[config.mk]
export PLATFORM = sky130hd
export DESIGN_NAME = mem_port_arbiter
export DESIGN_NICKNAME = d
export VERILOG_FILES = /design/src/rtl/mem_port_arbiter.sv
export SDC_FILE = /design/constraint.sdc
export NUM_CORES = 1
export LEC_CHECK = 0
export ABC_AREA = 0
export CAP_MARGIN = 40
export CORE_MARGIN = 2
export CORE_UTILIZATION = 35
export CTS_CLUSTER_DIAMETER = 200
export DETAILED_ROUTE_END_ITERATION = 7
export PLACE_DENSITY = 0.62
export SLEW_MARGIN = 10
export SYNTH_ARGS = -nofsm -noshare
export SYNTH_HDL_FRONTEND = slang
export SYNTH_SLANG_ARGS = --single-unit
[constraint.sdc]
create_clock -name clk -period 13.2 [get_ports clk]
set_input_delay 2.64 -clock clk [delete_from_list [all_inputs] [get_ports clk]]
set_output_delay 2.64 -clock clk [all_outputs]
set_load 0.02 [all_outputs]
[src/rtl/mem_port_arbiter.sv]
// Round-robin arbiter sharing one memory port between instruction fetch and data traffic.
// Sequences fixed-latency reads and performs read-modify-write for sub-doubleword stores.
module mem_port_arbiter #(
   parameter int unsigned ADDR_W  = 64,
   parameter int unsigned DATA_W  = 64,
   parameter int unsigned MEM_LAT = 1
) (
   input  logic              clk,
   input  logic              reset,
   input  logic              if_req,
   input  logic [ADDR_W-1:0] if_addr,
   output logic [DATA_W-1:0] if_rdata,
   output logic              if_done,
   input  logic              d_req,
   input  logic              d_we,
   input  logic [1:0]        d_size,
   input  logic [ADDR_W-1:0] d_addr,
   input  logic [DATA_W-1:0] d_wdata,
   output logic [DATA_W-1:0] d_rdata,
   output logic              d_done,
   output logic [ADDR_W-1:0] mem_addr,
   output logic              mem_wr,
   output logic [DATA_W-1:0] mem_wdata,
   input  logic [DATA_W-1:0] mem_rdata,
   output logic              busy,
   output logic              owner
);

   localparam int unsigned CNT_W = $clog2(MEM_LAT + 1);

   typedef enum logic [1:0] {IDLE, RD_WAIT, WR, DONE} stateT;

   stateT              state;
   logic               lastOwner;
   logic               curWe;
   logic [1:0]         curSize;
   logic [2:0]         curLane;
   logic [DATA_W-1:0]  curWdata;
   logic [CNT_W-1:0]   cnt;
   logic               grantData;
   logic               grantFetch;

   // Replace the addressed lane of oldWord; address bits below the access size are ignored.
   function automatic logic [DATA_W-1:0] mergeLane(input logic [DATA_W-1:0] oldWord,
                                                   input logic [DATA_W-1:0] newData,
                                                   input logic [1:0]        size,
                                                   input logic [2:0]        lane);
      logic [DATA_W-1:0] mask;
      logic [5:0]        shamt;
      case (size)
         2'd0:    begin mask = DATA_W'(8'hFF);         shamt = {lane, 3'b000};       end
         2'd1:    begin mask = DATA_W'(16'hFFFF);      shamt = {lane[2:1], 4'b0000}; end
         2'd2:    begin mask = DATA_W'(32'hFFFF_FFFF); shamt = {lane[2], 5'b00000};  end
         default: begin mask = '1;                     shamt = 6'd0;                 end
      endcase
      return (oldWord & ~(mask << shamt)) | ((newData & mask) << shamt);
   endfunction

   // On conflict the requester that did not win last time gets the port.
   assign grantData  = d_req & (~if_req | ~lastOwner);
   assign grantFetch = if_req & ~grantData;

   always_ff @(posedge clk or posedge reset) begin
      if (reset) begin
         state     <= IDLE;
         lastOwner <= 1'b0;
         owner     <= 1'b0;
         busy      <= 1'b0;
         curWe     <= 1'b0;
         curSize   <= 2'd0;
         curLane   <= 3'd0;
         curWdata  <= '0;
         cnt       <= '0;
         if_rdata  <= '0;
         d_rdata   <= '0;
         if_done   <= 1'b0;
         d_done    <= 1'b0;
         mem_addr  <= '0;
         mem_wr    <= 1'b0;
         mem_wdata <= '0;
      end else begin
         if_done <= 1'b0;
         d_done  <= 1'b0;
         case (state)
            IDLE: begin
               if (grantData) begin
                  owner     <= 1'b1;
                  lastOwner <= 1'b1;
                  busy      <= 1'b1;
                  curWe     <= d_we;
                  curSize   <= d_size;
                  curLane   <= d_addr[2:0];
                  curWdata  <= d_wdata;
                  mem_addr  <= {d_addr[ADDR_W-1:3], 3'b000};
                  if (d_we && (d_size == 2'd3)) begin
                     mem_wr    <= 1'b1;
                     mem_wdata <= d_wdata;
                     state     <= WR;
                  end else begin
                     cnt   <= CNT_W'(MEM_LAT);
                     state <= RD_WAIT;
                  end
               end else if (grantFetch) begin
                  owner     <= 1'b0;
                  lastOwner <= 1'b0;
                  busy      <= 1'b1;
                  curWe     <= 1'b0;
                  curLane   <= if_addr[2:0];
                  mem_addr  <= {if_addr[ADDR_W-1:3], 3'b000};
                  cnt       <= CNT_W'(MEM_LAT);
                  state     <= RD_WAIT;
               end
            end
            RD_WAIT: begin
               if (cnt == CNT_W'(1)) begin
                  if (!owner) begin
                     if_rdata <= mem_rdata;
                     state    <= DONE;
                  end else if (!curWe) begin
                     d_rdata <= mem_rdata;
                     state   <= DONE;
                  end else begin
                     mem_wdata <= mergeLane(mem_rdata, curWdata, curSize, curLane);
                     mem_wr    <= 1'b1;
                     state     <= WR;
                  end
               end else begin
                  cnt <= cnt - CNT_W'(1);
               end
            end
            WR: begin
               mem_wr <= 1'b0;
               state  <= DONE;
            end
            DONE: begin
               busy  <= 1'b0;
               state <= IDLE;
               if (owner) d_done  <= 1'b1;
               else       if_done <= 1'b1;
            end
            default: state <= IDLE;
         endcase
      end
   end

endmodule
# Word level (Yosys, flattened, before mapping)
# Cells that the tools add are included.
[classes]
n_addsub = 1
eq_ne = 13
shift = 2
mux = 47
bitwise = 11
n_reduce_logical = 16
[op_table]
columns = ["operator", "n"]
rows = [
  ["two-way mux 64 bit", 11],
  ["case mux 64 bit (3 select lines)", 1],
  ["bitwise AND 64 bit", 2],
  ["case mux 64 bit (2 select lines)", 1],
  ["left shift 64 x 6 -> 64 bit", 2],
  ["inverter 64 bit", 1],
  ["OR 64 bit", 1],
  ["two-way mux 6 bit", 4],
  ["two-way mux 1 bit", 19],
  ["case mux 6 bit (3 select lines)", 1],
  ["AND reduction 6 bit", 2],
  ["inequality test 2 bit (second input constant)", 5],
  ["== test 2 bit (second input constant)", 4],
  ["two-way mux 2 bit", 4],
  ["case mux 2 bit (4 select lines)", 1],
  ["AND reduction 2 bit", 4],
  ["two-way mux 3 bit", 2],
  ["inequality test 3 bit (second input constant)", 2],
  ["AND reduction 3 bit", 2],
  ["nonzero test 2 bit", 3],
  ["== test 2 x 1 -> 1 bit (second input constant)", 2],
  ["zero test 2 bit", 2],
  ["inverter 1 bit", 4],
  ["case mux 1 bit (2 select lines)", 2],
  ["7 further kinds", 8],
]
[totals]
ff_bits = 334
input_bits = 263
out_inout_bits = 261
elab_cells = 105

# Longest topological paths before layout
# Gate-level depths: netlist (run 1).
[logic_depth]
word_depth = 14
mapped_depth = 9

# Worst setup path after synthesis (run 1)
# OpenSTA, ideal clock, no wires.
[synth_timing]
kind = "input to register"
startpoint = "input port d_req"
endpoint = "register mem_wdata[16]"
setup_time_ps = 121
arrival_ps = 3719
t_required_ps = 13079
slack_ps = 9360
cell_stages = 6
n_path_buf = 1
cell_sequence = "a21boi_2 a41o_1 nand2_2 clkbuf_1 nor2_1 a22o_1"
[synth_via]
elab_chain_cells = 3
[synth_lines]
columns = ["item", "line", "rtl"]
rows = [
  ["from (decl)", "14", "input logic d_req,"],
  ["bitwise AND 1 bit", "60", "assign grantData = d_req & (~if_req | ~lastOwner);"],
  ["inequality test 2 bit (no source line)", "n/a", ""],
  ["AND reduction 6 bit (no source line)", "n/a", ""],
  ["to (signal assigned)", "97", "mem_wdata <= d_wdata;"],
  ["to (signal assigned)", "123", "mem_wdata <= mergeLane(mem_rdata, curWdata, curSize, curLane);"],
  ["to (decl)", "23", "output logic [DATA_W-1:0] mem_wdata,"],
]
# Every way passes these cells.
# A chain may end at the register's enable or synchronous reset.

# Final worst setup path (run 1)
[layout_timing]
startpoint = "input port d_req"
endpoint = "register mem_wdata[4]"
# The elaborated chain is that of the path after synthesis.

==> qor.txt, run 1 <==
RePlAce Congestion -> 0.8228
IO buf count -> 520
Design Power -> 6.178 mW
sequential area share after synthesis -> 55.62%
post_cts resized -> 0
Initial Util -> 35.50%
Post-Syn Area -> 14890 sq um
GR Util All Layers -> 24.42%
initial DRC count -> 680
Peak Freq -> 215.0 MHz
Post-Layout Cell Count -> 2373
Sw Ratio -> 41.18%
Max Cap Viol -> 0
Die ar. -> 44220 sq um
Avg Inst Size Synth -> 11.36 sq um
clock root cell -> clkbuf_16
WP data arrival -> 5.05 ns
Synth async-reset ratio -> 100.0%
synth unique cells -> 51
hold-fix buffers at CTS -> 0
final wirelength -> 54460 um
clk sink count -> 331
Max stage delay cell, worst path -> nor2_1
Lkg Pwr -> 9.199 nW
DR pass1 iterations -> 5
Core Rows -> 75
outcome -> finished, final reports clean
cell count after synthesis -> 1311
synth top area cells -> dfrtp_1, mux2_2, nand2_1
DRC Markers -> 0
synth warn -> 0
CTS tree -> yes
Sw Pwr -> 2.544 mW
# fillers -> 3763
CTS clk-pin slew, worst paths -> 0.05 ns
Hold Vio Cnt, Final -> 0
Synth area leader -> dfrtp_1
PwrDens -> 281.6 nW/um^2
critical path cell sequence -> clkdlybuf4s50_1 > a21boi_4 > a41o_1 > nand2_2 > nor2_1 > a21oi_1
Sum Neg Setup Slack -> 0 ns
Die Height -> 210.3 um
post-synth top area share -> 55.62%
clock power share -> 17.4%
VDD IR-drop max -> 0.1149 mV
remaining global-route overflow -> 0
minimum clock period -> 4.652 ns
htree depth -> 2
Slew headroom -> 40.39%
Slowest Stage Delay on Critical Path -> 0.61 ns
CTS max path bufs -> 3
Core Region -> 41950 sq um
Post-synth EDFFs -> 0
first-pass GRT wire length -> 80570 um
crit path capture type -> flip-flop
vias per cell -> 5.218
post-route ant nets -> 0
Comb power frac -> 52.0%
Yosys reg bits -> 331
WP data required -> 13.60 ns
chip width -> 210.3 um
ys flop type -> dfrtp_1
CP startpoint kind -> input pin
Setup Skew -> 0.01329 ns
DP HPWL -> 40800 um
CP Class -> in2reg
final period utilization -> 35.24%
Layout area overhead -> 47.31%
Hold Crit Class -> reg2reg
dpl cells -> 2297
antenna violations before repair -> 14
Pint -> 3.634 mW
Reg power frac -> 30.6%
I/O pin cnt -> 524
clk_lat worst skew -> 0.56 ns
TritonCTS buffer count -> 38
RSZ-0062 raised after global routing -> no
vias -> 12.38k
worst-path fanout max -> 27
Final setup viols -> 0
max-slew violations -> 0
vias in the first global route -> 12.55k
postcts setup bufs -> 0
drt wl/cell -> 22.95 um
largest net degree at the start of global routing -> 116
share of layout cells above drive strength 1 -> 15.46%
nets@finish -> 2067
worst slew pin tran -> 0.8941 ns
[per-stage QoR]
| step | hold WS, ns | worst slack [ns] | utilization [%] | instance area, sq um |
|---|---|---|---|---|
| 2_1_floorplan | 0.4792 | 1.392 | - | 14900 |
| 3_3_place_gp | 0.4616 | 7.971 | 48.79 | 20470 |
| 3_5_place_dp | 0.4661 | 8.008 | 49.17 | 20620 |
| 4_1_cts | 0.4786 | 8.587 | 52.18 | 21890 |
| 5_1_grt | 0.4918 | 8.353 | 52.28 | 21930 |
| 6_report | 0.4745 | 8.548 | 52.30 | 21940 |
[cell usage in the layout (no fill, tap or decap), types with 8 or more instances in the layout]
cell,instances
a21o_1,9
a21oi_1,29
a221oi_1,32
a221oi_2,8
a22o_1,16
a22oi_1,8
a311oi_1,8
a31oi_1,8
and2_1,11
buf_4,15
clkbuf_16,39
clkbuf_8,11
clkdlybuf4s50_1,520
dfrtp_1,331
diode_2,10
inv_1,13
mux2_2,178
mux2i_1,73
nand2_1,216
nor2_1,16
o21ai_0,144
o21ai_1,56
o221ai_1,8
o32ai_1,8
[synth_stat cells, types with 14 or more instances]
cell and instances:
a221oi_1 32, buf_4 14, mux2_2 178, nor2_1 16, a21oi_1 29, o21ai_1 57
a22o_1 16, clkbuf_1 44, buf_2 35, o21ai_0 144, mux2i_1 73, dfrtp_1 331
nand2_1 218, inv_1 14
[area by class of cell]
cell class | count | area, sq um | area share, %
antenna | 10 | 25.02 | 0.1141
clock buffer | 57 | 1154 | 5.258
clock inverter | 8 | 108.9 | 0.4962
inverter | 15 | 63.81 | 0.2909
multi-input combinational | 870 | 6127 | 27.93
sequential | 331 | 8283 | 37.76
tap | 539 | 674.4 | 3.074
timing repair buffer | 543 | 5503 | 25.08
[critical path: cells and delay by family]
family                 cells  cell delay, ns
buffers and inverters      1            0.55
AOI/OAI and AO/OA          3            0.89
and+or+nand+nor            2            0.96
[registers in the layout, indices dropped and copies added, names as in the netlist, 2 cells and up]
signal,flops
if_rdata,64
mem_addr,61
curWdata,64
mem_wdata,64
d_rdata,64
state,2
curSize,2
curLane,3
[final timing paths]
kind | from | end | slack (ns) | cells after the start
max in group asynchronous | reset | curWdata[32]$_DFFE_PP0P_ | 9.26 | 5
min in group asynchronous | reset | if_rdata[58]$_DFFE_PP0P_ | 2.35 | 2
worst max register to register | state[1]$_DFFE_PP0P_ | mem_wdata[4]$_DFFE_PP0P_ | 9.74 | 6
worst min-delay path | mem_wdata[50]$_DFFE_PP0P_ | mem_wdata[50]$_DFFE_PP0P_ | 0.47 | 1
worst max-delay path | d_req | mem_wdata[4]$_DFFE_PP0P_ | 8.55 | 6
worst min register to register | mem_wdata[50]$_DFFE_PP0P_ | mem_wdata[50]$_DFFE_PP0P_ | 0.47 | 1
[power groups by stage]
stage	combinational (mW)	sequential, mW	clock [mW]
final	3.21	1.89	1.07
after global routing	3.44	1.96	1.14
after CTS	3.24	1.89	1.10
after detailed placement	3.23	1.90	0
after floorplan	1.40	2.29	0
after global placement	3.16	1.88	0
[kinds of logic (layout without fill, tap and decap cells)]
| logic type | count (synthesis) | count (layout) | share of synthesized area (%) |
|---|---|---|---|
| DFF | 331 | 331 | 55.62 |
| AOI/OAI and AO/OA | 347 | 347 | 14.65 |
| adders and majority gates | 5 | 5 | 0.4201 |
| other | 1 | 13 | 0.02518 |
| buffers and inverters | 112 | 623 | 3.579 |
| and+or+nand+nor | 264 | 264 | 7.343 |
| muxes | 251 | 251 | 18.37 |
[layer usage]
metal | global-route usage (%) | share of wire (%) | vias to the layer above
met5 | 0 | 0.086 | -
met4 | 10.44 | 3.7 | 8
met3 | 6.690 | 7.7 | 104
met2 | 41.24 | 49 | 501
met1 | 29.33 | 39 | 6080
li1 | - | - | 5689
Note: power is estimated with default switching activity, not from simulation.
==> run 2, diff against run 1 <==
==> constraint.sdc (replaced) <==
create_clock -name clk -period 4.77 [get_ports clk]
set_input_delay 0.954 -clock clk [delete_from_list [all_inputs] [get_ports clk]]
set_output_delay 0.954 -clock clk [all_outputs]
set_load 0.02 [all_outputs]
==> qor.txt, run 2 (synthesis gave the netlist of run 1 again) <==
clock root cell -> clkbuf_16
Max stage delay cell, worst path -> clkdlybuf4s50_1
outcome -> finished, final reports clean
Die ar. -> 44220 sq um (unchanged)
PwrDens -> 783.8 nW/um^2 (+180%)
max-slew violations -> 0 (unchanged)
GR Util All Layers -> 24.11% (-0.31 points)
pre-CTS setup slack -> 1.509 ns (-6.500 ns)
vias -> 12.34k (-0.32%)
Layout area overhead -> 47.43% (about the same)
post_cts resized -> 0 (unchanged)
CP startpoint kind -> flip-flop
minimum clock period -> 2.724 ns
first-pass GRT wire length -> 79880 um (-0.86%)
Min-Delay Startpoint -> mem_addr[8]$_DFFE_PP0P_
Final setup viols -> 0 (unchanged)
postcts setup bufs -> 0 (unchanged)
largest net degree at the start of global routing -> 133 (+15%)
DP HPWL -> 40350 um (-1.1%)
CTS max path bufs -> 3 (unchanged)
Slowest Stage Delay on Critical Path -> 0.68 ns (+0.07 ns)
Top delay family on crit path -> buffers and inverters
I/O pin cnt -> 524 (unchanged)
DRC Markers -> 0 (unchanged)
hold-fix buffers at CTS -> 0 (unchanged)
chip width -> 210.3 um (unchanged)
Stages on worst setup path -> 1 (-5)
critical path cell sequence -> clkdlybuf4s50_1
final period utilization -> 57.10%
most frequent cells in the layout -> clkdlybuf4s50_1, dfrtp_1, nand2_1
share of layout cells above drive strength 1 -> 15.23% (-0.23 points)
htree depth -> 2 (unchanged)
RSZ-0062 raised after global routing -> no
IO buf count -> 520 (unchanged)
vias in the first global route -> 12.56k (+0.14%)
worst-path fanout max -> 9 (-67%)
dpl cells -> 2296 (-0.044%)
Setup Skew -> 0.02717 ns (+0.01388 ns)
Lkg Pwr -> 9.193 nW (about the same)
Peak Freq -> 367.2 MHz
worst slew pin tran -> 0.9207 ns (+0.02658 ns)
nets@finish -> 2066 (-0.048%)
WP data required -> 3.82 ns (-9.78 ns)
leading cell type in the layout, fill and taps excluded -> clkdlybuf4s50_1
Max Cap Viol -> 0 (unchanged)
RR Startpoint -> state[1]$_DFFE_PP0P_
TritonCTS buffer count -> 39 (+2.6%)
clk sink count -> 331 (unchanged)
worst setup margin -> 2.046 ns (-6.502 ns)
Die Height -> 210.3 um (unchanged)
CTS clk-pin slew, worst paths -> 0.05 ns (about the same)
drt wl/cell -> 22.74 um (-0.93%)
Hold Crit Class -> reg2reg
initial DRC count -> 810 (+19%)
WP data arrival -> 1.77 ns (-3.28 ns)
remaining global-route overflow -> 0 (unchanged)
vias per cell -> 5.203 (-0.28%)
RR Endpoint -> d_rdata[1]$_DFFE_PP0P_
Design Power -> 17.21 mW (+180%)
Core Region -> 41950 sq um (unchanged)
crit path capture type -> primary output
DR pass1 iterations -> 5 (unchanged)
hold path cells -> 2 (+1)
post-route ant nets -> 0 (unchanged)
Initial Util -> 35.50% (unchanged)
CP Class -> reg2out
CP bufs+invs -> 1 (unchanged)
antenna violations before repair -> 12 (-2)
Core Rows -> 75 (unchanged)
VDD IR-drop max -> 0.3283 mV (+190%)
Worst R2R Path Depth -> 6 (unchanged)
clk_lat worst skew -> 0.57 ns (about the same)
hold_ws -> 0.4746 ns (+0.0001160 ns)
Slew headroom -> 38.21% (-2.2 points)
Post-Layout Cell Count -> 2372 (-0.042%)
Hold EP -> mem_addr[8]$_DFFE_PP0P_
Reg2Reg Setup Slack -> 2.15 ns (-7.59 ns)
CTS tree -> yes
RePlAce Congestion -> 0.8109 (-1.4%)
Hold Vio Cnt, Final -> 0 (unchanged)
final wirelength -> 53930 um (-0.97%)
## run 2: layout make-up
class,instances,area (sq um)
diodes,8,20.02
clock buffers,59,1121
clock inverters,9,192.7
fillers,3744,19990
inverters,15,60.06
multi-input cells,870,6130
flip-flops and latches,331,8283
well taps,539,674.4
repair buffers,541,5477
## run 2: how the worst max path moves through the flow
stage | from | to | slack (ns)
6_report | lastOwner$_DFFE_PP0P_ | owner | 2.05
3_5_place_dp | d_req | mem_wdata[49]$_DFFE_PP0P_ | 1.51
4_1_cts | lastOwner$_DFFE_PP0P_ | owner | 1.99
5_1_grt | state[0]$_DFFE_PP0P_ | mem_wdata[60]$_DFFE_PP0P_ | 1.91
3_3_place_gp | d_req | state[0]$_DFFE_PP0P_ | 1.43
2_1_floorplan | reset | busy$_DFFE_PP0P_ | -0.60
## run 2: report_power, final
part | internal, mW | switching [mW] | leakage (nW)
registers | 4.27 | 0.932 | 3.95
clock network | 1.89 | 1.18 | 0.639
logic | 4.03 | 4.91 | 4.60
## run 2: worst min-delay path: stages (launching register included)
cell	delay [ns]
dfrtp_1	0.34
nand2_1	0.04
o21ai_0	0.06
## run 2: per-stage QoR
stage | utilization [%] | instance area (sq um) | TNS, ns
2_1_floorplan | - | 14900 | -200.14
3_3_place_gp | 48.94 | 20530 | 0
3_5_place_dp | 49.17 | 20620 | 0
4_1_cts | 52.30 | 21940 | 0
5_1_grt | 52.34 | 21950 | 0
6_report | 52.35 | 21960 | 0
## run 2: metal layers
metal	routed length, um	global-route usage, %
met1	21450	28.72
met2	26900	41.36
met3	3830	6.883
met4	1694	9.098
met5	48	0
==> run 3, diff against run 2 <==
==> constraint.sdc (replaced) <==
create_clock -name clk -period 2.85 [get_ports clk]
set_input_delay 0.57 -clock clk [delete_from_list [all_inputs] [get_ports clk]]
set_output_delay 0.57 -clock clk [all_outputs]
set_load 0.02 [all_outputs]
==> qor.txt, run 3 (synthesis gave the netlist of run 1 again) <==
RSZ-0062 raised after global routing -> no
hold_ws -> 0.2613 ns (-0.2133 ns)
clock power share -> 17.7% (-0.2 points)
Core Rows -> 75 (unchanged)
Hold Vio Cnt, Final -> 0 (unchanged)
postcts setup bufs -> 0 (unchanged)
CP Class -> reg2out
Max stage delay cell, worst path -> clkdlybuf4s50_1
most frequent cells in the layout -> clkdlybuf4s50_1, dfrtp_1, nand2_1
Final setup viols -> 0 (unchanged)
Sw Ratio -> 40.90% (+0.11 points)
htree depth -> 2 (unchanged)
Die Height -> 210.3 um (unchanged)
Pint -> 17.14 mW (+68%)
worst-path fanout max -> 9 (unchanged)
max-slew violations -> 0 (unchanged)
final wirelength -> 54230 um (+0.56%)
CTS clk-pin slew, worst paths -> 0.06 ns (about the same)
share of layout cells above drive strength 1 -> 16.70% (+1.5 points)
Sw Pwr -> 11.87 mW (+69%)
Reg power frac -> 29.9% (-0.3 points)
VDD IR-drop max -> 0.6535 mV (+99%)
worst setup margin -> 0.4820 ns (-1.564 ns)
CTS tree -> yes
Layout area overhead -> 48.84%
TritonCTS buffer count -> 40 (+2.6%)
vias per cell -> 5.138 (-1.2%)
Hold Crit Class -> in2async
crit path capture type -> primary output
vias -> 12.30k (-0.33%)
first-pass GRT wire length -> 80450 um (+0.71%)
Initial Util -> 35.50% (unchanged)
hold-fix buffers at CTS -> 0 (unchanged)
worst slew pin tran -> 0.8022 ns (-0.1186 ns)
Peak Freq -> 422.3 MHz
Die ar. -> 44220 sq um (unchanged)
clock root cell -> clkbuf_16
nets@finish -> 2089 (+1.1%)
antenna violations before repair -> 7 (-5)
pre-CTS setup slack -> 0.2375 ns (-1.271 ns)
IO buf count -> 520 (unchanged)
DP HPWL -> 40800 um (+1.1%)
Slew headroom -> 46.52% (+8.3 points)
RePlAce Congestion -> 0.8311 (+2.5%)
Max Cap Viol -> 0 (unchanged)
CTS max path bufs -> 3 (unchanged)
drt wl/cell -> 22.65 um (-0.37%)
leading cell type in the layout, fill and taps excluded -> clkdlybuf4s50_1
critical path cell sequence -> clkdlybuf4s50_1
DR pass1 iterations -> 6 (+1)
GR Util All Layers -> 24.26% (+0.15 points)
CP bufs+invs -> 1 (unchanged)
final period utilization -> 83.09%
post-route ant nets -> 0 (unchanged)
clk sink count -> 331 (unchanged)
Slowest Stage Delay on Critical Path -> 0.68 ns (about the same)
WP data arrival -> 1.80 ns (+0.03 ns)
chip width -> 210.3 um (unchanged)
DRC Markers -> 0 (unchanged)
WP data required -> 2.28 ns (-1.54 ns)
Lkg Pwr -> 9.335 nW (+1.5%)
PwrDens -> 1309 nW/um^2 (+67%)
Comb power frac -> 52.4% (+0.5 points)
Setup Skew -> 0.03231 ns (+0.005139 ns)
I/O pin cnt -> 524 (unchanged)
minimum clock period -> 2.368 ns
CP startpoint kind -> flip-flop
largest net degree at the start of global routing -> 84 (-37%)
Top delay family on crit path -> buffers and inverters
vias in the first global route -> 12.50k (-0.52%)
post_cts resized -> 0 (unchanged)
clk_lat worst skew -> 0.58 ns (about the same)
Core Region -> 41950 sq um (unchanged)
remaining global-route overflow -> 0 (unchanged)
outcome -> finished, final reports clean
initial DRC count -> 707 (-13%)
-- run 3: cell count changes in the layout (fill, tap and decap cells not counted), sizes merged --
cell and change:
diode -3, inv +2, buf +22, clkbuf -2, clkinvlp +1, clkinv +5
bufinv -3
-- run 3: worst paths after layout --
| path | start | to | slack, ns | cells after the start |
|---|---|---|---|---|
| setup / recovery | lastOwner$_DFFE_PP0P_ | owner | 0.48 | 1 |
| hold / removal | reset | d_rdata[55]$_DFFE_PP0P_ | 0.26 | 2 |
| setup reg to reg | curSize[1]$_DFFE_PP0P_ | mem_wdata[15]$_DFFE_PP0P_ | 0.60 | 5 |
| hold reg to reg | mem_wdata[54]$_DFFE_PP0P_ | mem_wdata[54]$_DFFE_PP0P_ | 0.47 | 1 |
| max in group asynchronous | reset | d_rdata[23]$_DFFE_PP0P_ | 1.75 | 4 |
| min in group clk | mem_wdata[54]$_DFFE_PP0P_ | mem_wdata[54]$_DFFE_PP0P_ | 0.47 | 1 |
-- run 3: area by class of cell --
cell class / instances / area [sq um]
fill: 3752 / 19780
sequential: 331 / 8283
multi-input combinational: 870 / 6130
timing repair buffer: 563 / 5678
clock buffer: 57 / 1176
tap: 539 / 674.4
clock inverter: 14 / 152.6
inverter: 15 / 60.06
antenna: 5 / 12.51
-- run 3: through the flow --
stage / util (%) / power [mW] / setup TNS, ns / cell area (sq um) / instances
after floorplan: - / 17.12 / -708.56 / 14900 / 1313
after global placement: 49.65 / 23.75 / 0 / 20830 / 2318
after detailed placement: 49.65 / 24.03 / 0 / 20830 / 2318
after CTS: 52.81 / 29.28 / 0 / 22150 / 2389
after global routing: 52.84 / 30.71 / 0 / 22160 / 2393
final: 52.84 / 29.01 / 0 / 22170 / 2394
-- run 3: power by group through the flow --
| stage | Clock, mW | Sequential (mW) | Combinational, mW |
|---|---|---|---|
| detailed placement | 0 | 8.74 | 15.3 |
| global route | 5.48 | 9.00 | 16.2 |
| CTS | 5.28 | 8.68 | 15.3 |
| finish | 5.14 | 8.68 | 15.2 |
| floorplan | 0 | 10.6 | 6.50 |
| global placement | 0 | 8.66 | 15.1 |
-- run 3: metal layers --
layer	wire length [um]	share of wire, %	global-route usage, %	vias to the layer above
li1	-	-	-	5727
met1	21360	39	29.13	6037
met2	27370	50	42.24	461
met3	4219	7.8	6.883	70
met4	1246	2.3	7.263	6
met5	39	0.072	0	-
